[src/rtl/io_port_ctrl_pkg.sv]
// io_port_ctrl_pkg: shared defaults for the processor I/O scheduler.
//   NUBITS_DEF : float word width (1 sign + exponent + mantissa bits)
//   NUIOIN_DEF : number of processor input ports
//   NUIOOU_DEF : number of processor output ports
package io_port_ctrl_pkg;

  localparam int NUBITS_DEF = 28;
  localparam int NUIOIN_DEF = 4;
  localparam int NUIOOU_DEF = 4;

endpackage : io_port_ctrl_pkg

[src/rtl/io_port_ctrl_slot.sv]
// io_slot: one-entry word buffer with a full flag.
//   clk, rst : clock and synchronous active-high reset
//   load     : capture din (wins over consume when both are high)
//   consume  : the held word is taken this cycle
//   din      : incoming word
//   full     : slot holds an unconsumed word
//   dout     : last stored word (held after consume, cleared only by reset)
module io_slot
  import io_port_ctrl_pkg::*;
#(
  parameter int W = NUBITS_DEF
) (
  input  logic         clk,
  input  logic         rst,
  input  logic         load,
  input  logic         consume,
  input  logic [W-1:0] din,
  output logic         full,
  output logic [W-1:0] dout
);

  logic         full_q, full_d;
  logic [W-1:0] data_q, data_d;

  // next-state for the full flag and held word
  always_comb begin
    full_d = full_q;
    data_d = data_q;
    if (load) begin
      full_d = 1'b1;
      data_d = din;
    end else if (consume) begin
      full_d = 1'b0;
    end else begin
      full_d = full_q;
    end
  end

  // slot state register
  always_ff @(posedge clk) begin
    if (rst) begin
      full_q <= 1'b0;
      data_q <= '0;
    end else begin
      full_q <= full_d;
      data_q <= data_d;
    end
  end

  assign full = full_q;
  assign dout = data_q;

endmodule : io_slot

[src/rtl/io_port_ctrl.sv]
// io_port_ctrl: streaming I/O scheduler between sample producers/consumers and
// the soft float processor's port-addressed I/O.
//   clk, rst              : clock, synchronous active-high reset
//   src_data/valid/ready  : producer side, one 1-deep slot per input port
//   req_in                : one-hot processor read strobe (lowest bit wins)
//   proc_in               : combinational word for the selected input port
//   out_en, proc_out      : processor write strobe (multi-hot allowed) and word
//   snk_data/valid/ready  : consumer side, one 1-deep slot per output port
//   clr_err               : clears the sticky flags (new errors still win)
//   underflow             : sticky, input port read while empty
//   overrun               : sticky, output slot overwritten before drain
module io_port_ctrl
  import io_port_ctrl_pkg::*;
#(
  parameter int NUBITS = NUBITS_DEF,
  parameter int NUIOIN = NUIOIN_DEF,
  parameter int NUIOOU = NUIOOU_DEF
) (
  input  logic                     clk,
  input  logic                     rst,
  input  logic [NUIOIN*NUBITS-1:0] src_data,
  input  logic [NUIOIN-1:0]        src_valid,
  output logic [NUIOIN-1:0]        src_ready,
  input  logic [NUIOIN-1:0]        req_in,
  output logic [NUBITS-1:0]        proc_in,
  input  logic [NUIOOU-1:0]        out_en,
  input  logic [NUBITS-1:0]        proc_out,
  output logic [NUIOOU*NUBITS-1:0] snk_data,
  output logic [NUIOOU-1:0]        snk_valid,
  input  logic [NUIOOU-1:0]        snk_ready,
  input  logic                     clr_err,
  output logic [NUIOIN-1:0]        underflow,
  output logic [NUIOOU-1:0]        overrun
);

  logic [NUIOIN-1:0]        sel;
  logic [NUIOIN-1:0]        in_full;
  logic [NUIOIN*NUBITS-1:0] in_dout;
  logic [NUIOOU-1:0]        out_full;
  logic [NUIOOU-1:0]        out_drain;
  logic [NUIOIN-1:0]        underflow_q, underflow_d;
  logic [NUIOOU-1:0]        overrun_q, overrun_d;

  // Isolate the lowest set bit so a multi-hot strobe serves exactly one port.
  assign sel = req_in & (~req_in + NUIOIN'(1));

  // A port being read this cycle frees its slot for a same-cycle load.
  assign src_ready = ~in_full | sel;
  assign out_drain = out_full & snk_ready;

  for (genvar i = 0; i < NUIOIN; i++) begin : g_in
    io_slot #(.W(NUBITS)) u_slot (
      .clk     (clk),
      .rst     (rst),
      .load    (src_valid[i] & src_ready[i]),
      .consume (sel[i]),
      .din     (src_data[i*NUBITS +: NUBITS]),
      .full    (in_full[i]),
      .dout    (in_dout[i*NUBITS +: NUBITS])
    );
  end

  for (genvar j = 0; j < NUIOOU; j++) begin : g_out
    io_slot #(.W(NUBITS)) u_slot (
      .clk     (clk),
      .rst     (rst),
      .load    (out_en[j]),
      .consume (out_drain[j]),
      .din     (proc_out),
      .full    (out_full[j]),
      .dout    (snk_data[j*NUBITS +: NUBITS])
    );
  end

  assign snk_valid = out_full;

  // proc_in mux: sel is at most one-hot, so OR-ing the gated words is exact.
  always_comb begin
    proc_in = '0;
    for (int i = 0; i < NUIOIN; i++) begin
      if (sel[i]) begin
        proc_in = proc_in | in_dout[i*NUBITS +: NUBITS];
      end else begin
        proc_in = proc_in;
      end
    end
  end

  // sticky error flags; a fresh error in the clearing cycle survives the clear
  always_comb begin
    if (clr_err) begin
      underflow_d = sel & ~in_full;
      overrun_d   = out_en & out_full & ~snk_ready;
    end else begin
      underflow_d = underflow_q | (sel & ~in_full);
      overrun_d   = overrun_q | (out_en & out_full & ~snk_ready);
    end
  end

  // error flag registers
  always_ff @(posedge clk) begin
    if (rst) begin
      underflow_q <= '0;
      overrun_q   <= '0;
    end else begin
      underflow_q <= underflow_d;
      overrun_q   <= overrun_d;
    end
  end

  assign underflow = underflow_q;
  assign overrun   = overrun_q;

endmodule : io_port_ctrl
[config.mk]
export PLATFORM = sky130hd
export DESIGN_NAME = io_port_ctrl
export DESIGN_NICKNAME = d
export VERILOG_FILES = /design/src/rtl/io_port_ctrl_pkg.sv /design/src/rtl/io_port_ctrl_slot.sv /design/src/rtl/io_port_ctrl.sv
export SDC_FILE = /design/constraint.sdc
export NUM_CORES = 1
export LEC_CHECK = 0
export CAP_MARGIN = 5
export CORE_MARGIN = 2
export CORE_UTILIZATION = 40
export CTS_CLUSTER_DIAMETER = 60
export CTS_CLUSTER_SIZE = 30
export DETAILED_ROUTE_END_ITERATION = 12
export PLACE_DENSITY = 0.68
export SYNTH_ARGS = -nofsm -noshare
export SYNTH_HDL_FRONTEND = slang
export SYNTH_SLANG_ARGS = --single-unit
[constraint.sdc]
create_clock -name clk -period 2.1 [get_ports clk]
set_input_delay 0.42 -clock clk [delete_from_list [all_inputs] [get_ports clk]]
set_output_delay 0.42 -clock clk [all_outputs]
set_load 0.05 [all_outputs]
# ---- Yosys cells after proc, flatten, opt, wreduce, memory -nomap -nowiden
# Cells that the tools add are included.
dict set report word_totals {
  regBits 240
  in_bits 159
  out_inout_bits 156
  wordCells 67
}
dict set report classes {
  add_sub_neg 1
  muxes 22
  bitwise_logic 18
  n_reduce_logical 8
}
# operator count
set ops {}
lappend ops {{$mux 28} 4}
lappend ops {{$or 28x28->28} 3}
lappend ops {{$and 4x4->4} 5}
lappend ops {{$mux 1} 16}
lappend ops {{$reduce_bool 2->1} 8}
lappend ops {{$not 4->4} 3}
lappend ops {{$or 4x4->4} 3}
lappend ops {{$mux 4} 2}
lappend ops {{$add 4x1->4 const B} 1}
lappend ops {{$and 1x1->1} 4}

# ---- Logic depth before layout (Yosys ltp)
# Gate-level depths: netlist (run 1).
dict set report depth {
  ltp_word 10
  mapped_depth 6
  mapped_depth_nobuf 4
}

# ---- By module
# A second synthesis (run 1) with hierarchy kept.
dict set report unflattened {
  cells_unflattened 901
  area_unflattened_um2 9342.7
}
# module n_inst cells_each area_per_inst_um2 seq_area_each_um2
set by_module_without_submodules {}
lappend by_module_without_submodules {io_slot 8 94 1033.5 580.6}
lappend by_module_without_submodules {io_port_ctrl 1 149 1074.8 160.2}

# ---- Worst setup path before layout (run 1)
# Ideal clock, no wire load.
dict set report synth_timing {
  path_type {input -> output}
  startpoint {in req_in[0]}
  endpoint {out proc_in[18]}
  t_arrival_ps 1735
  t_required_ps 1680
  slack_ps -55
  stages 5
  n_path_buf 3
  cell_sequence {buf_2 -> nor4b_1 -> buf_2 -> buf_2 -> a221o_1}
}
dict set report synth_between {
  elab_chain_len 10
}
# item line
set synth_rtl {}
lappend synth_rtl {{start: declaration} io_port_ctrl.sv:24} ;# input logic [NUIOIN-1:0] req_in,
lappend synth_rtl {{$not 4->4} io_port_ctrl.sv:45} ;# assign sel = req_in & (~req_in + NUIOIN'(1));
lappend synth_rtl {{$add 4x1->4} io_port_ctrl.sv:45}
lappend synth_rtl {{$and 4x4->4 *} io_port_ctrl.sv:45}
lappend synth_rtl {{$mux 28} io_port_ctrl.sv:81} ;# if (sel[i]) begin
lappend synth_rtl {{$or 28x28->28} io_port_ctrl.sv:82} ;# proc_in = proc_in | in_dout[i*NUBITS +: NUBITS];
lappend synth_rtl {{$mux 28} io_port_ctrl.sv:81}
lappend synth_rtl {{$or 28x28->28} io_port_ctrl.sv:82}
lappend synth_rtl {{$mux 28} io_port_ctrl.sv:81}
lappend synth_rtl {{$or 28x28->28} io_port_ctrl.sv:82}
lappend synth_rtl {{$mux 28 *} io_port_ctrl.sv:81}
lappend synth_rtl {{end: declaration} io_port_ctrl.sv:25} ;# output logic [NUBITS-1:0] proc_in,
# Every way passes the cells marked *; elsewhere a longest branch is shown, timed or not.

# ---- Worst setup path after layout (run 1)
dict set report layout_timing {
  startpoint {reg g_out[0].u_slot.full_q}
  endpoint {out snk_valid[0]}
}
# item line
set layout_rtl {}
lappend layout_rtl {{start: declaration} io_port_ctrl_slot.sv:22} ;# logic full_q, full_d;
lappend layout_rtl {{start signal: assignment} io_port_ctrl_slot.sv:45} ;# full_q <= full_d;
lappend layout_rtl {{end: declaration} io_port_ctrl.sv:29} ;# output logic [NUIOOU-1:0] snk_valid,
# No word-level cell between the ends.

==> summary.md, run 1 <==
| Metric | Value |
|---|---|
| Status | finished, final reports clean |
| Max Fclk | 0.484 GHz |
| Met3 WL | 3090 µm |
| Vias in the first global route | 9037 |
| CORE AREA | 0.0258 mm² |
| Starting DRT DRC Count | 520 |
| Period minus WS final | roughly 2.1 ns |
| RSZ-0062 raised after global routing | false |
| Sink Count | 240 |
| Crit Path Class | reg -> out |
| Met2 Wirelength | 14000 µm |
| Final Net Count | 1553 |
| FF/Latch Area | 0.00480 mm² |
| CP Data Arrival Time | roughly 1.6 ns |
| Largest net degree at the start of global routing | approximately 170 |
| Worst-margin pin slew | about 1.2 ns |
| Buffers plus inverters on the worst setup path | 1 |
| Max-cap viol count | 0 |
| CTS tree | done |
| Leakage power | 6.59 nW |
| DRT Wirelength | 31600 µm |
| Layout area overhead | 43.6% |
| Mapped Cells | between 1000 and 1500 |
| Yosys cell types | 30 |
| Routed wire per std cell | 18.0 µm |
| RR Endpoint | g_in[3].u_slot.dout[13] |
| Cell Area, Placed | roughly 0.014 mm² |
| Setup Viol. Count Final | 0 |
| Die Wd | roughly 170 µm |
| Starting density of the core | 40.5% |
| Area of the multi-input gates | 0.00516 mm² |
| Die area | 0.0275 mm² |
| Final Hold Violating Endpoints | 0 |
| FF+latch count, synth | 240 |
| Reg2Reg Depth | 3 |
| HPWL Detailed | between 20000 and 25000 µm |
| I/O Pins | 315 |
| Die Ht | 166 µm |
| Core Util, Final | between 50 and 60% |
| Reg2Reg Launch Point | g_in[3].u_slot.full |
| First-pass GRT wire length | 50200 µm |
| Share of layout cells above drive strength 1 | between 9 and 10% |
| Wl on met1 | 13900 µm |
| Top routing layer used | met5 |
| DRC Markers | 0 |
| Flop2flop setup slack | 0.63 ns |
| Clock insertion delay at the later pin of the skew report | 0.54 ns |
| Routability cong. | 0.814 |
| Final period util | 98.3% |
| Placed instance count | around 1700 |
| CP delay by family, top | buffers and inverters |
| Fin area | 0.0150 mm² |
| Worst EP required | 1.68 ns |
| Crit-path max FO | 2 |
| Grt total ovfl | 0 |
| Fillers | roughly 2300 |
| DR vias | 9169 |
| Syn avg cell area | 9.23 µm² |
| Port buffer count | 314 |
| Worst hold path type | in -> reg |
| Mapped Nets | 1292 |
| Ys Warns | 0 |
| CP Cell Sequence | clkdlybuf4s50_1 |
| Setup crit start | g_out[0].u_slot.full |
| TritonCTS Buffers | 24 |
| Fin cells | 1752 |
| CP Capture Type | output port |
| GR Util All Layers | between 20% and 30% |
| Root buf cell | clkbuf_16 |
| Post-Syn Area | 0.0105 mm² |
| Final antenna-violating net count | 0 |
| Slew HR | 19.4% |
| Longest Clk Path Bufs | 3 |
| Final slew viol count | 0 |
| CP Depth | 1 |
| Clock Skew | 0.0186 ns |
| Max incr delay on CP | 0.80 ns |
| First-pass detailed-route iteration total | 5 |
| Min Hold Slack | between 0.3 and 0.4 ns |
| Clock-pin slew on the worst setup and hold paths | 0.06 ns |
| CP max-delay cell | clkdlybuf4s50_1 |
| Detailed-route vias per instance | between 5 and 6 |
| Num rows | 59 |
| Power per Cell Area | around 800 mW/mm² |
| CP Capture Point | snk_valid[0] |
| CTS H-Tree Depth | 1 |
| Maximum vdd ir drop | around 0.00075 V |
| Post-synthesis sequential area ratio | 45.9% |
| Initial antenna violation count | 8 |
| Setup crit start kind | flop |
worst register-to-register path, stage by stage (launching register included):
cell      delay (ns)
dfxtp_1         0.32
inv_1           0.70
a31oi_1         0.21
o311ai_1        0.15
cell usage in the layout (no fill, tap or decap), types with 2 or more instances in the layout:
master and instances:
inv_1 5, clkbuf_16 25, inv_8 3, inv_12 4, buf_6 3, o21ai_0 52
a2bb2oi_1 2, dlymetal6s2s_1 18, mux2i_1 168, o311ai_1 28, dfxtp_1 240, nand2_1 87
nor3b_1 28, a22oi_1 6, nor2b_2 2, diode_2 5, nand2b_1 113, nand4b_1 28
a31oi_1 28, a221o_1 19, clkbuf_8 3, nor2b_1 4, clkinv_2 2, a21boi_4 2
buf_2 6, a21oi_1 32, nand3_1 28, buf_12 43, o21ai_1 4, a221o_2 9
buf_4 24, clkdlybuf4s50_1 149, dlygate4sd2_1 103, nor2_1 131, clkinvlp_4 5
timing repair:
item | 4_1_cts | 5_1_grt
gates resized for setup | 117 | 20
hold buffers | 0 | 0
endpoints found under the setup margin | 133 | 41
gates cloned | 1 | 0
pin swaps | 2 | 1
buffers inserted | 1 | 0
cell families after synthesis:
kind of cell           synth area share, %
AND/OR/NAND/NOR                       21.1
flip-flops                            45.9
AO/OA/AOI/OAI                         11.7
multiplexers                          16.1
buffers and inverters                 5.22
Yosys cell counts:
library cell	n	share of area, %
mux2i_1	168	16
clkbuf_1	74	2.7
buf_4	7	0.50
a2bb2oi_1	2	0.17
a22oi_1	6	0.43
nor2_1	131	4.7
nand4b_1	28	2.3
buf_1	10	0.36
a21oi_1	32	1.5
nor4b_1	1	0.084
or3b_4	1	0.11
nand2b_1	113	6.8
buf_2	17	0.81
o21ai_1	2	0.096
a21boi_0	1	0.072
nand2_1	87	3.1
a221o_1	28	2.7
nor3b_1	28	2.0
or4b_4	1	0.13
buf_6	3	0.32
nand3_1	28	1.3
o21ai_0	54	2.6
nor3b_2	1	0.12
dfxtp_1	240	46
buf_12	2	0.38
a31oi_1	28	1.7
nor2b_1	6	0.36
inv_1	5	0.18
o311ai_1	28	2.3
a21boi_2	1	0.11
cell type report:
cell class | count | area share [%]
clock inverter | 16 | 1.23
sequential | 240 | 32.0
inverter | 5 | 0.125
multi-input combinational | 775 | 34.4
tap | 335 | 2.79
timing repair buffer | 348 | 24.9
antenna | 5 | 0.0833
clock buffer | 28 | 4.44
routing by layer:
metal	track usage (%)	up-vias
met3	8.12	36
li1	-	4493
met4	5.71	6
met5	0	-
met1	29.2	4290
met2	34.3	344
worst min-delay path by stage:
| stage | end | slack, ns | cells past startpoint | startpoint |
|---|---|---|---|---|
| after floorplan | g_in[2].u_slot.dout[18] | 0.45 | 2 | g_in[2].u_slot.dout[18] |
| after global placement | g_in[1].u_slot.dout[1] | 0.46 | 2 | g_in[1].u_slot.dout[1] |
| after detailed placement | g_in[2].u_slot.dout[19] | 0.46 | 2 | g_in[2].u_slot.dout[19] |
| after CTS | underflow[0] | 0.35 | 3 | req_in[0] |
| after global routing | underflow[0] | 0.39 | 3 | req_in[0] |
| final | underflow[0] | 0.36 | 3 | req_in[0] |
where the power goes:
| part | total (mW) | internal [mW] | switching, mW |
|---|---|---|---|
| Sequential | 5.01 | 4.84 | 0.165 |
| Combinational | 2.40 | 1.01 | 1.39 |
| Clock | 4.60 | 2.51 | 2.08 |
registers in the layout, indices dropped and copies added, names as in the netlist:
name / cells
overrun: 4
g_in.u_slot.dout: 112
g_out.u_slot.dout: 112
underflow: 4
g_in.u_slot.full: 4
g_out.u_slot.full: 4
through the flow:
step | power, mW | setup WS [ns] | setup TNS (ns)
floorplan | 6.53 | 0.00734 | 0
CTS | 12.1 | 0.000351 | 0
global placement | 7.56 | -0.392 | -19.98
global route | 12.5 | 0.00464 | 0
detailed placement | 7.58 | -0.403 | -23.68
finish | 12.0 | 0.0354 | 0
Note: power is estimated with default switching activity, not from simulation.
==> inputs of run 2 (changes only) <==
--- a/config.mk
+++ b/config.mk
@@ -8,6 +8,7 @@
 export CAP_MARGIN = 5
 export CORE_MARGIN = 2
 export CORE_UTILIZATION = 40
+export CTS_BUF_LIST = sky130_fd_sc_hd__clkbuf_8
 export CTS_CLUSTER_DIAMETER = 60
 export CTS_CLUSTER_SIZE = 30
 export DETAILED_ROUTE_END_ITERATION = 12
==> summary.md, run 2 (synthesis gave the netlist of run 1 again) <==
| Metric | Value |
|---|---|
| Worst EP required | 1.68 ns (about the same) |
| Final period util | 97.4% (-0.95 points) |
| CORE AREA | 0.0258 mm² (unchanged) |
| Initial antenna violation count | 7 (-1) |
| Sink Count | 240 (unchanged) |
| Fin area | 0.0147 mm² (-2.4%) |
| Post-route setup slack | 0.0553 ns (+0.0199 ns) |
| RSZ-0062 raised after global routing | false |
| Switching power | 3.49 mW (-4.0%) |
| CP Data Arrival Time | 1.62 ns (-0.02 ns) |
| Num rows | 59 (unchanged) |
| Port buffer count | 314 (unchanged) |
| Clock Skew | 0.0180 ns (-0.000524 ns) |
| Routed wire per std cell | 17.9 µm (-0.77%) |
| GR Layer Usage met3 | 7.96% (-0.17 points) |
| Most frequent cells in the layout | dfxtp_1, mux2i_1, clkdlybuf4s50_1, nor2_1, dlygate4sd2_1 |
| HPWL Detailed | 21600 µm (unchanged) |
| Leading cell type in the layout, fill and taps excluded | dfxtp_1 |
| Leakage power | 6.25 nW (-5.1%) |
| Die area | 0.0275 mm² (unchanged) |
| Grt total ovfl | 0 (unchanged) |
| Cell Area, Placed | 0.0142 mm² (unchanged) |
| Fin cells | 1751 (-0.057%) |
| CTS H-Tree Depth | 1 (unchanged) |
| Detailed-route vias per instance | 5.20 (-0.68%) |
| GR met2 Demand/Resource | 34.3% (-0.036 points) |
| Share of layout cells above drive strength 1 | 9.84% (unchanged) |
| Largest net degree at the start of global routing | 167 (unchanged) |
| Layout area overhead | 40.2% |
| Starting density of the core | 40.5% (unchanged) |
| Max Fclk | 0.489 GHz (+0.97%) |
| Routability cong. | 0.814 (unchanged) |
| DR vias | 9101 (-0.74%) |
| Root buf cell | clkbuf_8 |
| Final slew viol count | 0 (unchanged) |
| Global routing's busiest layer | met2 |
| Clk network pwr share | 31.7% (-6.6 points) |
| Setup Viol. Count Final | 0 (unchanged) |
| CTS tree | done |
| I/O Pins | 315 (unchanged) |
| Crit-path max FO | 9 (+7) |
| Vias in the first global route | 8966 (-0.79%) |
| Placed instance count | 1701 (unchanged) |
| Longest Clk Path Bufs | 3 (unchanged) |
| Starting DRT DRC Count | 539 (+3.7%) |
| Crit Path Class | in -> out |
| Maximum vdd ir drop | 0.000623 V (-17%) |
| Slew HR | 18.4% (-0.96 points) |
| Min Hold Slack | 0.326 ns (-0.0336 ns) |
| Final Hold Violating Endpoints | 0 (unchanged) |
| Setup crit start kind | input port |
| Switching power share of the total | 32.3% (+2.0 points) |
| Clock insertion delay at the later pin of the skew report | 0.57 ns (+0.03 ns) |
| Die Ht | 166 µm (unchanged) |
| DRT Wirelength | 31300 µm (-0.83%) |
| Max-cap viol count | 0 (unchanged) |
| Fillers | 2317 (+1.8%) |
| Period minus WS final | 2.04 ns (-0.0199 ns) |
| Die Wd | 166 µm (unchanged) |
| Worst hold path type | in -> reg |
| Status | finished, final reports clean |
| DP Worst Slack | -0.403 ns (unchanged) |
| Sequential share of power | 46.3% (+4.6 points) |
| CTS Hold Bufs | 0 (unchanged) |
| CP Capture Type | output port |
| Final antenna-violating net count | 0 (unchanged) |
| GRT met1 Usage | 29.0% (-0.16 points) |
| Worst-margin pin slew | 1.22 ns (+0.0143 ns) |
| Clock-pin slew on the worst setup and hold paths | 0.08 ns (+0.02 ns) |
| Internal power | 7.32 mW (-12%) |
| Final Net Count | 1553 (unchanged) |
| Setup Total Neg Slack | 0 ns (unchanged) |
| GR Util All Layers | 21.9% (-0.21 points) |
| TritonCTS Buffers | 24 (unchanged) |
| First-pass detailed-route iteration total | 5 (unchanged) |
| First-pass GRT wire length | 49800 µm (-0.87%) |
| Power per Cell Area | 737 mW/mm² (-7.8%) |
| DRC Markers | 0 (unchanged) |
| Combinational Power Share | 22.1% (+2.1 points) |
## run 2: cell count changes in the layout (fill, tap and decap cells not counted)
cell / delta
clkbuf_16: -25
clkbuf_8: +25
dlygate4sd2_1: +19
dlymetal6s2s_1: -18
o21ai_0: -5
o21ai_1: +5
clkdlybuf4s50_1: -1
diode_2: -1
## run 2: final timing paths
kind | start | endpoint | slack (ns) | cells after the start
worst min-delay path | req_in[0] | underflow[0] | 0.33 | 3
worst max-delay path | req_in[3] | proc_in[13] | 0.06 | 6
worst min register to register | g_in[1].u_slot.dout[22] | g_in[1].u_slot.dout[22] | 0.48 | 2
worst max register to register | g_in[3].u_slot.full | g_in[3].u_slot.dout[23] | 0.64 | 3
## run 2: power by group through the flow
stage,Sequential (mW),Clock [mW],Combinational [mW]
after global routing,5.04,3.71,2.53
final,5.00,3.42,2.39
after global placement,5.10,0,2.46
after CTS,5.00,3.53,2.40
after detailed placement,5.11,0,2.48
after floorplan,5.53,0,1.00
## run 2: stage by stage
step | power (mW) | util [%]
3_5_place_dp | 7.58 | 55.0
2_1_floorplan | 6.53 | -
4_1_cts | 10.9 | 56.8
5_1_grt | 11.3 | 56.7
3_3_place_gp | 7.56 | 55.0
6_report | 10.8 | 56.8
## run 2: timing repair
action,4_1_cts,5_1_grt
pin swaps,2,1
setup endpoints to repair,152,24
resized for setup,134,11
buffers inserted,1,0
cloned,1,0
## run 2: final cells by class
class | instances | area (µm²) | share of cell area [%]
Antenna cell | 4 | 10.0 | 0.0683
Clock buffer | 28 | 385 | 2.63
Clock inverter | 16 | 185 | 1.26
Inverter | 5 | 18.8 | 0.128
Multi-Input combinational cell | 775 | 5160 | 35.2
Sequential cell | 240 | 4800 | 32.8
Tap cell | 335 | 419 | 2.86
Timing Repair Buffer | 348 | 3670 | 25.1
## run 2: metal layers
metal	wire length (µm)	part of all wire [%]
met1	13900	44
met2	13800	44
met3	3140	10
met4	456	1.5
met5	46	0.15
## run 2: critical path, cell delays in order
cell,delay [ns]
dlygate4sd2_1,0.26
nor4b_4,0.14
buf_4,0.16
buf_6,0.14
a221o_1,0.34
buf_12,0.16
